`src/rtl/vga_sync_decoder_pkg.sv`:
```
// Shared VGA 640x480@60 timing constants and the decoder lock-state type.
// Latency: n/a (constants and types only).
// Backpressure: n/a.
package vga_timing_pkg;

    localparam int H_ACTIVE    = 640;
    localparam int H_FP        = 16;
    localparam int H_SYNC      = 96;
    localparam int H_TOTAL     = 800;
    localparam int V_ACTIVE    = 480;
    localparam int V_FP        = 10;
    localparam int V_SYNC      = 2;
    localparam int V_TOTAL     = 525;
    localparam int LOCK_FRAMES = 2;

    // Width of the recovered x/y coordinates.
    localparam int COORD_W     = 10;
    // Clocks from the generator driving a sync level to the registered edge pulse.
    localparam int EDGE_DLY    = 2;

    typedef enum logic [1:0] {
        SEARCH,
        MEASURE,
        LOCKED
    } sync_state_t;

endpackage

```
`src/rtl/vga_sync_decoder_if.sv`:
```
// VGA timing link bundle: sync inputs and err_clr toward the decoder, recovered timing back.
// Latency: n/a (wires only).
// Backpressure: none; sync link is free-running.
// Ports: vga_hsync_in/vga_vsync_in (active-low syncs), err_clr, x, y, active, line_start,
//        frame_start, locked, err_hperiod, err_vperiod.
interface vga_sync_decoder_if;
    import vga_timing_pkg::*;

    logic               vga_hsync_in;
    logic               vga_vsync_in;
    logic               err_clr;
    logic [COORD_W-1:0] x;
    logic [COORD_W-1:0] y;
    logic               active;
    logic               line_start;
    logic               frame_start;
    logic               locked;
    logic               err_hperiod;
    logic               err_vperiod;

    // Timing source / observer side.
    modport master (
        output vga_hsync_in, vga_vsync_in, err_clr,
        input  x, y, active, line_start, frame_start, locked, err_hperiod, err_vperiod
    );

    // Decoder side.
    modport slave (
        input  vga_hsync_in, vga_vsync_in, err_clr,
        output x, y, active, line_start, frame_start, locked, err_hperiod, err_vperiod
    );

endinterface

```
`src/rtl/vga_sync_decoder_sync_edge_detect.sv`:
```
// Two-flop sampler for an active-low sync plus a registered assertion-edge pulse.
// Latency: edge_pulse is high 2 clocks after the source drives the sync low.
// Backpressure: none.
// Ports: clk_25, rst_n, sync_n (active-low sync in), edge_pulse (1-cycle pulse out).
module sync_edge_detect (
    input  logic clk_25,
    input  logic rst_n,
    input  logic sync_n,
    output logic edge_pulse
);

    logic s1;
    logic s2;

    // Samplers reset to the idle (high) level so release of reset never looks like an edge.
    always_ff @(posedge clk_25 or negedge rst_n) begin
        if (!rst_n) begin
            s1         <= 1'b1;
            s2         <= 1'b1;
            edge_pulse <= 1'b0;
        end else begin
            s1         <= sync_n;
            s2         <= s1;
            edge_pulse <= !s1 && s2;
        end
    end

endmodule

```
`src/rtl/vga_sync_decoder.sv`:
```
// Locks to hsync/vsync timing and recovers x/y, active video and line/frame pulses.
// Latency: when locked x/y equal the generator's counters delayed by 2 clocks.
// Backpressure: none; errors are sticky until err_clr or reset.
// Ports: clk_25, rst_n, bus (slave side of vga_sync_decoder_if).
module vga_sync_decoder #(
    parameter int H_ACTIVE    = vga_timing_pkg::H_ACTIVE,
    parameter int H_FP        = vga_timing_pkg::H_FP,
    parameter int H_TOTAL     = vga_timing_pkg::H_TOTAL,
    parameter int V_ACTIVE    = vga_timing_pkg::V_ACTIVE,
    parameter int V_FP        = vga_timing_pkg::V_FP,
    parameter int V_TOTAL     = vga_timing_pkg::V_TOTAL,
    parameter int LOCK_FRAMES = vga_timing_pkg::LOCK_FRAMES
) (
    input  logic              clk_25,
    input  logic              rst_n,
    vga_sync_decoder_if.slave bus
);
    import vga_timing_pkg::*;

    localparam logic [COORD_W-1:0] HS_START = COORD_W'(H_ACTIVE + H_FP);
    // The edge pulse arrives when x already sits on HS_START, so reload one position on.
    localparam logic [COORD_W-1:0] H_RELOAD = COORD_W'(H_ACTIVE + H_FP + EDGE_DLY - 1);
    localparam logic [COORD_W-1:0] H_LAST   = COORD_W'(H_TOTAL - 1);
    localparam logic [COORD_W-1:0] H_ACT    = COORD_W'(H_ACTIVE);
    localparam logic [COORD_W-1:0] VS_START = COORD_W'(V_ACTIVE + V_FP);
    localparam logic [COORD_W-1:0] VS_NEXT  = (V_ACTIVE + V_FP == V_TOTAL - 1) ?
                                              '0 : COORD_W'(V_ACTIVE + V_FP + 1);
    localparam logic [COORD_W-1:0] V_LAST   = COORD_W'(V_TOTAL - 1);
    localparam logic [COORD_W-1:0] V_ACT    = COORD_W'(V_ACTIVE);
    localparam logic [10:0]        H_PERIOD = 11'(H_TOTAL);
    localparam logic [9:0]         V_LINES  = 10'(V_TOTAL);
    localparam logic [3:0]         GOOD_REQ = 4'(LOCK_FRAMES);

    logic               h_edge;
    logic               v_edge;
    sync_state_t        state;
    logic [COORD_W-1:0] hcnt;
    logic [COORD_W-1:0] vcnt;
    logic [10:0]        pcnt;        // clocks since last hsync edge
    logic [9:0]         lcnt;        // hsync edges since last vsync edge
    logic [3:0]         good_frames;
    logic               h_valid;     // pcnt holds a real spacing (an edge seen in MEASURE)
    logic               v_seen;      // vsync edge seen on the current line
    logic               err_h;
    logic               err_v;

    logic               h_wrap;
    logic               line_adv;
    logic [COORD_W-1:0] hcnt_nxt;
    logic [COORD_W-1:0] vcnt_nxt;
    logic               h_bad;
    logic               v_bad;
    logic               frame_ok;
    logic               is_locked;

    sync_edge_detect u_hs_edge (
        .clk_25     (clk_25),
        .rst_n      (rst_n),
        .sync_n     (bus.vga_hsync_in),
        .edge_pulse (h_edge)
    );

    sync_edge_detect u_vs_edge (
        .clk_25     (clk_25),
        .rst_n      (rst_n),
        .sync_n     (bus.vga_vsync_in),
        .edge_pulse (v_edge)
    );

    // Position tracking runs in every state so x/y are already aligned at the moment of lock.
    always_comb begin
        h_wrap   = (hcnt == H_LAST);
        line_adv = h_wrap && !h_edge;
        hcnt_nxt = h_edge ? H_RELOAD : (h_wrap ? '0 : hcnt + 1'b1);

        vcnt_nxt = vcnt;
        if (v_edge) begin
            vcnt_nxt = line_adv ? VS_NEXT : VS_START;
        end else if (line_adv) begin
            vcnt_nxt = (vcnt == V_LAST) ? '0 : vcnt + 1'b1;
        end
    end

    // Timing checks. Both syncs are evaluated independently in the same cycle.
    always_comb begin
        h_bad    = 1'b0;
        v_bad    = 1'b0;
        frame_ok = 1'b0;
        case (state)
            MEASURE: begin
                if (h_valid && h_edge && (pcnt != H_PERIOD)) h_bad = 1'b1;
                if (h_valid && !h_edge && (pcnt >= H_PERIOD)) h_bad = 1'b1;
                if (v_edge && (lcnt != V_LINES)) v_bad = 1'b1;
                if (h_edge && !v_edge && (lcnt >= V_LINES)) v_bad = 1'b1;
                frame_ok = v_edge && (lcnt == V_LINES);
            end
            LOCKED: begin
                h_bad = h_edge ? (hcnt != HS_START) : (hcnt == HS_START);
                // A missing vsync is caught at the end of the line it was due on.
                v_bad = (v_edge && (vcnt != VS_START)) ||
                        (!v_edge && !v_seen && h_wrap && (vcnt == VS_START));
            end
            default: ;
        endcase
    end

    always_ff @(posedge clk_25 or negedge rst_n) begin
        if (!rst_n) begin
            state       <= SEARCH;
            hcnt        <= '0;
            vcnt        <= '0;
            pcnt        <= '0;
            lcnt        <= '0;
            good_frames <= '0;
            h_valid     <= 1'b0;
            v_seen      <= 1'b0;
            err_h       <= 1'b0;
            err_v       <= 1'b0;
        end else begin
            hcnt   <= hcnt_nxt;
            vcnt   <= vcnt_nxt;
            v_seen <= h_wrap ? 1'b0 : (v_seen | v_edge);
            pcnt   <= h_edge ? 11'd1 : ((pcnt == 11'h7FF) ? pcnt : pcnt + 11'd1);
            if (v_edge) begin
                // An hsync edge in the same cycle belongs to the new frame.
                lcnt <= h_edge ? 10'd1 : 10'd0;
            end else if (h_edge && (lcnt != 10'h3FF)) begin
                lcnt <= lcnt + 10'd1;
            end

            // A new error beats a simultaneous clear.
            err_h <= (err_h & ~bus.err_clr) | h_bad;
            err_v <= (err_v & ~bus.err_clr) | v_bad;

            case (state)
                SEARCH: begin
                    h_valid <= h_edge;
                    if (v_edge) begin
                        state       <= MEASURE;
                        good_frames <= '0;
                    end
                end
                MEASURE: begin
                    if (h_edge) h_valid <= 1'b1;
                    if (h_bad || v_bad) begin
                        state <= SEARCH;
                    end else if (frame_ok) begin
                        good_frames <= good_frames + 4'd1;
                        if (good_frames + 4'd1 == GOOD_REQ) state <= LOCKED;
                    end
                end
                LOCKED: begin
                    if (h_bad || v_bad) state <= SEARCH;
                end
                default: state <= SEARCH;
            endcase
        end
    end

    assign is_locked       = (state == LOCKED);
    assign bus.locked      = is_locked;
    assign bus.x           = is_locked ? hcnt : '0;
    assign bus.y           = is_locked ? vcnt : '0;
    assign bus.active      = is_locked && (hcnt < H_ACT) && (vcnt < V_ACT);
    assign bus.line_start  = is_locked && (hcnt == '0);
    assign bus.frame_start = is_locked && (hcnt == '0) && (vcnt == '0);
    assign bus.err_hperiod = err_h;
    assign bus.err_vperiod = err_v;

endmodule
```
`src/flat_wrapper.sv`:
```
// flat-port wrapper written by rule: the top's interface ports become plain ports
module vga_sync_decoder_flat import vga_timing_pkg::*;
#(
    parameter int H_ACTIVE    = vga_timing_pkg::H_ACTIVE,
    parameter int H_FP        = vga_timing_pkg::H_FP,
    parameter int H_TOTAL     = vga_timing_pkg::H_TOTAL,
    parameter int V_ACTIVE    = vga_timing_pkg::V_ACTIVE,
    parameter int V_FP        = vga_timing_pkg::V_FP,
    parameter int V_TOTAL     = vga_timing_pkg::V_TOTAL,
    parameter int LOCK_FRAMES = vga_timing_pkg::LOCK_FRAMES
)
  (clk_25, rst_n, bus_vga_hsync_in, bus_vga_vsync_in, bus_err_clr, bus_x, bus_y, bus_active, bus_line_start, bus_frame_start, bus_locked, bus_err_hperiod, bus_err_vperiod);
  vga_sync_decoder_if bus_i ();
  input  logic clk_25;
  input  logic rst_n;
  input wire logic [$bits(bus_i.vga_hsync_in)-1:0] bus_vga_hsync_in;
  input wire logic [$bits(bus_i.vga_vsync_in)-1:0] bus_vga_vsync_in;
  input wire logic [$bits(bus_i.err_clr)-1:0] bus_err_clr;
  output wire logic [$bits(bus_i.x)-1:0] bus_x;
  output wire logic [$bits(bus_i.y)-1:0] bus_y;
  output wire logic [$bits(bus_i.active)-1:0] bus_active;
  output wire logic [$bits(bus_i.line_start)-1:0] bus_line_start;
  output wire logic [$bits(bus_i.frame_start)-1:0] bus_frame_start;
  output wire logic [$bits(bus_i.locked)-1:0] bus_locked;
  output wire logic [$bits(bus_i.err_hperiod)-1:0] bus_err_hperiod;
  output wire logic [$bits(bus_i.err_vperiod)-1:0] bus_err_vperiod;
  assign bus_i.vga_hsync_in = bus_vga_hsync_in;
  assign bus_i.vga_vsync_in = bus_vga_vsync_in;
  assign bus_i.err_clr = bus_err_clr;
  assign bus_x = bus_i.x;
  assign bus_y = bus_i.y;
  assign bus_active = bus_i.active;
  assign bus_line_start = bus_i.line_start;
  assign bus_frame_start = bus_i.frame_start;
  assign bus_locked = bus_i.locked;
  assign bus_err_hperiod = bus_i.err_hperiod;
  assign bus_err_vperiod = bus_i.err_vperiod;
  vga_sync_decoder #(.H_ACTIVE(H_ACTIVE), .H_FP(H_FP), .H_TOTAL(H_TOTAL), .V_ACTIVE(V_ACTIVE), .V_FP(V_FP), .V_TOTAL(V_TOTAL), .LOCK_FRAMES(LOCK_FRAMES)) u_core (.clk_25(clk_25), .rst_n(rst_n), .bus(bus_i));
endmodule
```
`config.mk`:
```
export PLATFORM = sky130hd
export DESIGN_NAME = vga_sync_decoder_flat
export DESIGN_NICKNAME = d
export VERILOG_FILES = /design/src/rtl/vga_sync_decoder_pkg.sv /design/src/rtl/vga_sync_decoder_if.sv /design/src/rtl/vga_sync_decoder_sync_edge_detect.sv /design/src/rtl/vga_sync_decoder.sv /design/src/flat_wrapper.sv
export SDC_FILE = /design/constraint.sdc
export NUM_CORES = 1
export LEC_CHECK = 0
export CORE_MARGIN = 2
export CORE_UTILIZATION = 56
export DETAILED_ROUTE_END_ITERATION = 8
export GPL_TIMING_DRIVEN = 1
export PLACE_DENSITY = 0.78
export SLEW_MARGIN = 5
export SYNTH_ARGS = -nofsm -noshare
export SYNTH_HDL_FRONTEND = slang
export SYNTH_SLANG_ARGS = --single-unit
export TNS_END_PERCENT = 5
```
`constraint.sdc`:
```
create_clock -name clk_25 -period 5.1 [get_ports clk_25]
set_clock_uncertainty 0.1 [all_clocks]
set_input_delay 0.765 -clock clk_25 [delete_from_list [all_inputs] [get_ports clk_25]]
set_output_delay 0.765 -clock clk_25 [all_outputs]
set_load 0.005 [all_outputs]
```
# After elaboration in Yosys (flattened, before gate mapping)
# Cells that the tools add are included.
# totals
word_cells	123
reg_bits	57
out_inout_bits	26
# classes
magnitude_cmp	4
n_addsub	5
reduce_logical	36
muxes	34
eq_ne	22
bitwise_logic	6
# op_table
operator	count
2-to-1 mux 10 bit	9
== test 10 bit (second input constant)	4
adder 10 x 1 -> 10 bit (second input constant)	3
inequality test 10 bit (second input constant)	3
2-to-1 mux 11 bit	2
logical AND 1 bit	20
zero test 10 bit	2
2-to-1 mux 4 bit	3
adder 11 x 1 -> 11 bit (second input constant)	1
== test 11 bit (second input constant)	1
greater-or-equal comparator 11 x 10 -> 1 bit (second input constant)	1
inequality test 11 x 10 -> 1 bit (second input constant)	1
== test 10 x 9 -> 1 bit (second input constant)	1
greater-or-equal comparator 10 bit (second input constant)	1
< comparator 10 bit (second input constant)	1
< comparator 10 x 9 -> 1 bit (second input constant)	1
2-to-1 mux 1 bit	10
2-to-1 mux 2 bit	5
inequality test 10 x 9 -> 1 bit (second input constant)	1
inequality test 2 bit (second input constant)	5
one-hot mux 4 bit (2 select lines)	1
AND reduction 4 bit	2
inequality test 3 x 1 -> 1 bit (second input constant)	2
one-hot mux 1 bit (2 select lines)	3
14 further kinds	24

# Logic depth before layout (Yosys ltp)
# logic_depth
depth_word	9
depth_mapped	9
ltp_nobuf	8

# By module
# From an unflattened synthesis, not the netlist that was laid out.
# hier_totals
hier_cells	357
hier_area_um2	3355.7
# by_module_without_submodules
module	cells_per_inst	area_each_um2	n_inst
vga_sync_decoder	349	3173.0	1
sync_edge_detect	4	91.3	2

# Worst setup path before layout
# OpenSTA, ideal clock, no wires.
# synth_timing
path_type	reg2reg
from	reg u_core.lcnt[7]
to	reg u_core.good_frames[0]
arrival_time_ps	2186
stages_incl_launch_ff	7
period_less_slack_ps	2412
setup_slack_ps	2688
path_cell_list	dfrtp_1 > or4_4 > or4_4 > a21oi_2 > a2bb2oi_2 > a21oi_1 > a221o_1
# synth_via
elab_chain_cells	8
# synth_rtl
item	line_no	rtl
start: declaration	vga_sync_decoder.sv:40	logic [9:0] lcnt;
start signal: assignment	vga_sync_decoder.sv:126	lcnt <= h_edge ? 10'd1 : 10'd0;
start signal: assignment	vga_sync_decoder.sv:128	lcnt <= lcnt + 10'd1;
parallel branches: the longest is 7 deep, another holds greater-or-equal comparator 10 bit	n/a	
AND reduction 4 bit (no source line) (*)	n/a	
end signal: assignment	vga_sync_decoder.sv:148	good_frames <= good_frames + 4'd1;
end: declaration	vga_sync_decoder.sv:41	logic [3:0] good_frames;
# Mark *: on every way between the ends.
# A chain may end at the register's enable or synchronous reset.

# Final worst setup path
# layout_timing
from	reg u_core.state[0]
to	out bus_frame_start
# layout_via
elab_chain_cells	3
# layout_rtl
item	line_no	rtl
start: declaration	vga_sync_decoder.sv:36	sync_state_t state;
start signal: assignment	vga_sync_decoder.sv:109	state <= SEARCH;
start signal: assignment	vga_sync_decoder.sv:139	state <= MEASURE;
start signal: assignment	vga_sync_decoder.sv:146	state <= SEARCH;
== test 2 bit	vga_sync_decoder.sv:160	assign is_locked = (state == LOCKED);
logical AND 1 bit (2 in series)	vga_sync_decoder.sv:166	assign bus.frame_start = is_locked && (hcnt == '0) && (vcnt == '0);
end: declaration	flat_wrapper.sv:23	output wire logic [$bits(bus_i.frame_start)-1:0] bus_frame_start;
# No other way between the ends.

==> impl_metrics.ini <==
[power_and_ir_drop]
p_per_area_nw_per_um2 = 324
p_seq_share_pct = 44.2
clkPwrFrac_pct = 34.9
vdd_drop_max_mv = 0.207
internal-power_uw = 889
netSwitchingPower_uw = 369
comb_power_share_pct = 20.9
p_leak_nw = 1.67
sw_frac_of_total_pct = 29.3

[worst_setup_path]
critPathCapture = bus_frame_start
setup.worst_path.class = register to primary output
path_cells = inv_1, ha_1, and4_1, and2_1, clkdlybuf4s50_1
path_max_fanout = 29
path_buf_inv = 2
required_ns = 4.24
slowest_stage = ha_1
cp-start-kind = register
reg2reg_setup_slack_ns = 2.35
reg2reg_from = u_core.hcnt[0]
r2r_end = u_core.vcnt[3]
worstSetupStartpoint = u_core.state[0]
critical-path-top-delay-family = adder cells
arrival_ns = 2.46
cp-end-kind = primary output
reg2regPathDepth = 6
max_stage_delay_ns = 0.69
cp.depth = 5

[synth]
syn_nets = 388
seq_area_frac_synth_pct = 42.9
netlist_area_um2 = 3340
synth_area_per_cell_um2 = 9.07
synth_top_flop_cell = dfrtp_1
synth_seq_cells = 57
synth_cell_type_count = 51
synth_edf_count = 0
ys_async_sr_fraction_pct = 100
syn-instance-count = 368
yosysWarnings = 0

[routing]
viasPerCell = 5.75
drtIter0Drc = 120
route.detailed.drc = 0
drt-total-wl_um = 6530
firstDrtPassIters = 4
ant_nets = 0
vias = 2725
wire_per_inst_um = 13.8

[finish]
final_util_pct = 66.4
num-fill-cells = 474
syn_to_final_growth_pct = 16.4
insertedDiodeCount = 0
layout_common_cells = 53 x dfrtp_1, 42 x nor2_1, 29 x clkdlybuf4s50_1, 24 x and2_1
final_cells = 474
final_common_cell = dfrtp_1
drive_gt1_share_pct = 7.27
final_nets = 414

[clock_network]
cts_hold_buf = 0
clk_path_buf_depth = 2
clock-sinks = 57
cts_root_buf = clkbuf_8
cts_tree = done
clk_latency_ns = 0.33
htreeDepth = 3
cts_setup_buffers = 0
cts_resized = 0
clk_pin_slew_worst_paths_ns = 0.06
cts_buffers = 9

[grt]
grt_overflow = 0
grt_max_degree = 58
antenna_found_initial = 0
grt_pass1_wl_um = 11300
grtUsageTotal_pct = 22.3
grt_pass1_vias = 2513

[status]
status = complete, no violations

[die]
initial_core_util_pct = 57.1
die_y_um = 81.2
fp-row-count = 28
ios = 31
core-area_um2 = 5850
dieArea_um2 = 6590
die_x_um = 81.2

[timing]
rsz0062_at_grt = no
timing.fmax_ghz = 0.301
period_minus_slack_ns = 3.32
fin_crit_sh_pct = 65.2
slew_headroom_pct = 42.9
finalSetupTns_ns = 0
final_hold_viol_count = 0
final-setup-viol-count = 0
holdWs_ns = 0.266
drv_slew = 0
tightest_slew_ns = 0.856

[flow_run]
maxCapViolations = 0

[place]
globalplace.congestion = 0.775
dp_hpwl_um = 4340
port_buffers = 30
place_inst = 458

[worst_hold_path]
hold_path_class = register to register
-- cells in the mapped netlist, types with 2 or more instances --
cell type	number	area, um^2
or2_2	2	12.5
nor2b_1	9	56.3
or3_1	3	18.8
a221o_1	3	30.0
o21ai_0	19	95.1
nand3b_1	2	15.0
nand2_1	18	67.6
and4b_1	2	20.0
a211o_1	2	17.5
ha_1	15	188
o21bai_1	3	22.5
o31ai_1	3	22.5
nor4_1	5	31.3
nor3_1	6	30.0
inv_1	16	60.1
and2_1	24	150
and3_1	10	62.6
and4_1	4	35.0
clkbuf_1	17	63.8
a31oi_1	6	37.5
a311oi_1	2	17.5
nand2b_1	6	37.5
nand4_1	10	62.6
mux2i_1	3	30.0
xor2_1	13	114
dfrtp_1	53	1330
a21oi_1	13	65.1
a21o_1	2	15.0
or4_4	2	22.5
dfstp_2	4	105
nor2_1	42	158
a22oi_1	2	15.0
nand3_1	19	95.1
xnor2_1	6	52.6
nor3b_1	6	45.0
-- stage by stage --
step	setup slack (ns)	power (mW)	cell area (um^2)
detailed placement	2.14	0.825	3680
CTS	1.74	1.27	3890
global placement	2.21	0.816	3680
finish	1.78	1.26	3890
floorplan	2.69	0.731	3340
global route	1.58	1.34	3890
-- worst register-to-register path: cells and delay by family, from the launching register on --
kind | cells | cell delay [ns]
AO/OA/AOI/OAI | 2 | 0.61
adder cells (fa/ha/maj) | 1 | 0.23
flip-flops | 1 | 0.43
AND/OR/NAND/NOR | 3 | 1.27
-- sequential cells by signal, summed over array words and instances (netlist names) --
| register | count |
|---|---|
| u_core.good_frames | 4 |
| u_core.u_vs_edge.s2 | 1 |
| u_core.u_vs_edge.edge_pulse | 1 |
| u_core.bus.err_vperiod | 1 |
| u_core.bus.err_hperiod | 1 |
| u_core.pcnt | 11 |
| u_core.u_vs_edge.s1 | 1 |
| u_core.lcnt | 10 |
| u_core.state | 2 |
| u_core.u_hs_edge.s1 | 1 |
| u_core.v_seen | 1 |
| u_core.vcnt | 10 |
| u_core.h_valid | 1 |
| u_core.hcnt | 10 |
| u_core.u_hs_edge.edge_pulse | 1 |
| u_core.u_hs_edge.s2 | 1 |
-- how the worst min path moves through the flow --
stage / endpoint / startpoint / cells past startpoint / slack [ns]
after floorplan: u_core.u_hs_edge.s2 / u_core.u_hs_edge.s1 / 0 / 0.25
after global placement: u_core.u_hs_edge.s2 / u_core.u_hs_edge.s1 / 0 / 0.26
after detailed placement: u_core.u_vs_edge.s2 / u_core.u_vs_edge.s1 / 0 / 0.26
after CTS: u_core.u_vs_edge.s2 / u_core.u_vs_edge.s1 / 0 / 0.27
after global routing: u_core.u_vs_edge.s2 / u_core.u_vs_edge.s1 / 0 / 0.27
final: u_core.u_vs_edge.s2 / u_core.u_vs_edge.s1 / 0 / 0.27
-- per-layer routing --
layer | up-vias | global-route usage, % | wire length (um)
met3 | 9 | 5.22 | 221
li1 | 1350 | - | -
met4 | 0 | 10.0 | 99
met1 | 1312 | 28.7 | 3070
met5 | - | 0 | 0
met2 | 54 | 35.9 | 3130
-- cells by family after synthesis --
family / share of synthesized area, %
muxes: 0.900
AOI/OAI and AO/OA: 13.4
adders and majority gates: 5.62
DFF: 42.9
xor gates and xnor gates: 4.99
and+or+nand+nor: 28.5
buffers and inverters: 3.71
-- power by group through the flow --
stage               clock (mW)  combinational (mW)  sequential, mW
detailed placement           0               0.264           0.561
global route             0.472               0.301           0.566
global placement             0               0.256           0.560
finish                   0.439               0.263           0.556
floorplan                    0               0.187           0.544
CTS                      0.447               0.266           0.555
-- cell type report --
| type | count | area [um^2] | area share (%) |
|---|---|---|---|
| multi-input combinational | 278 | 1780 | 45.9 |
| sequential | 57 | 1430 | 36.8 |
| timing repair buffer | 32 | 310 | 7.98 |
| clock buffer | 14 | 173 | 4.44 |
| tap | 75 | 93.8 | 2.41 |
| inverter | 16 | 60.1 | 1.55 |
| clock inverter | 2 | 35.0 | 0.901 |
Note: power is estimated with default switching activity, not from simulation.
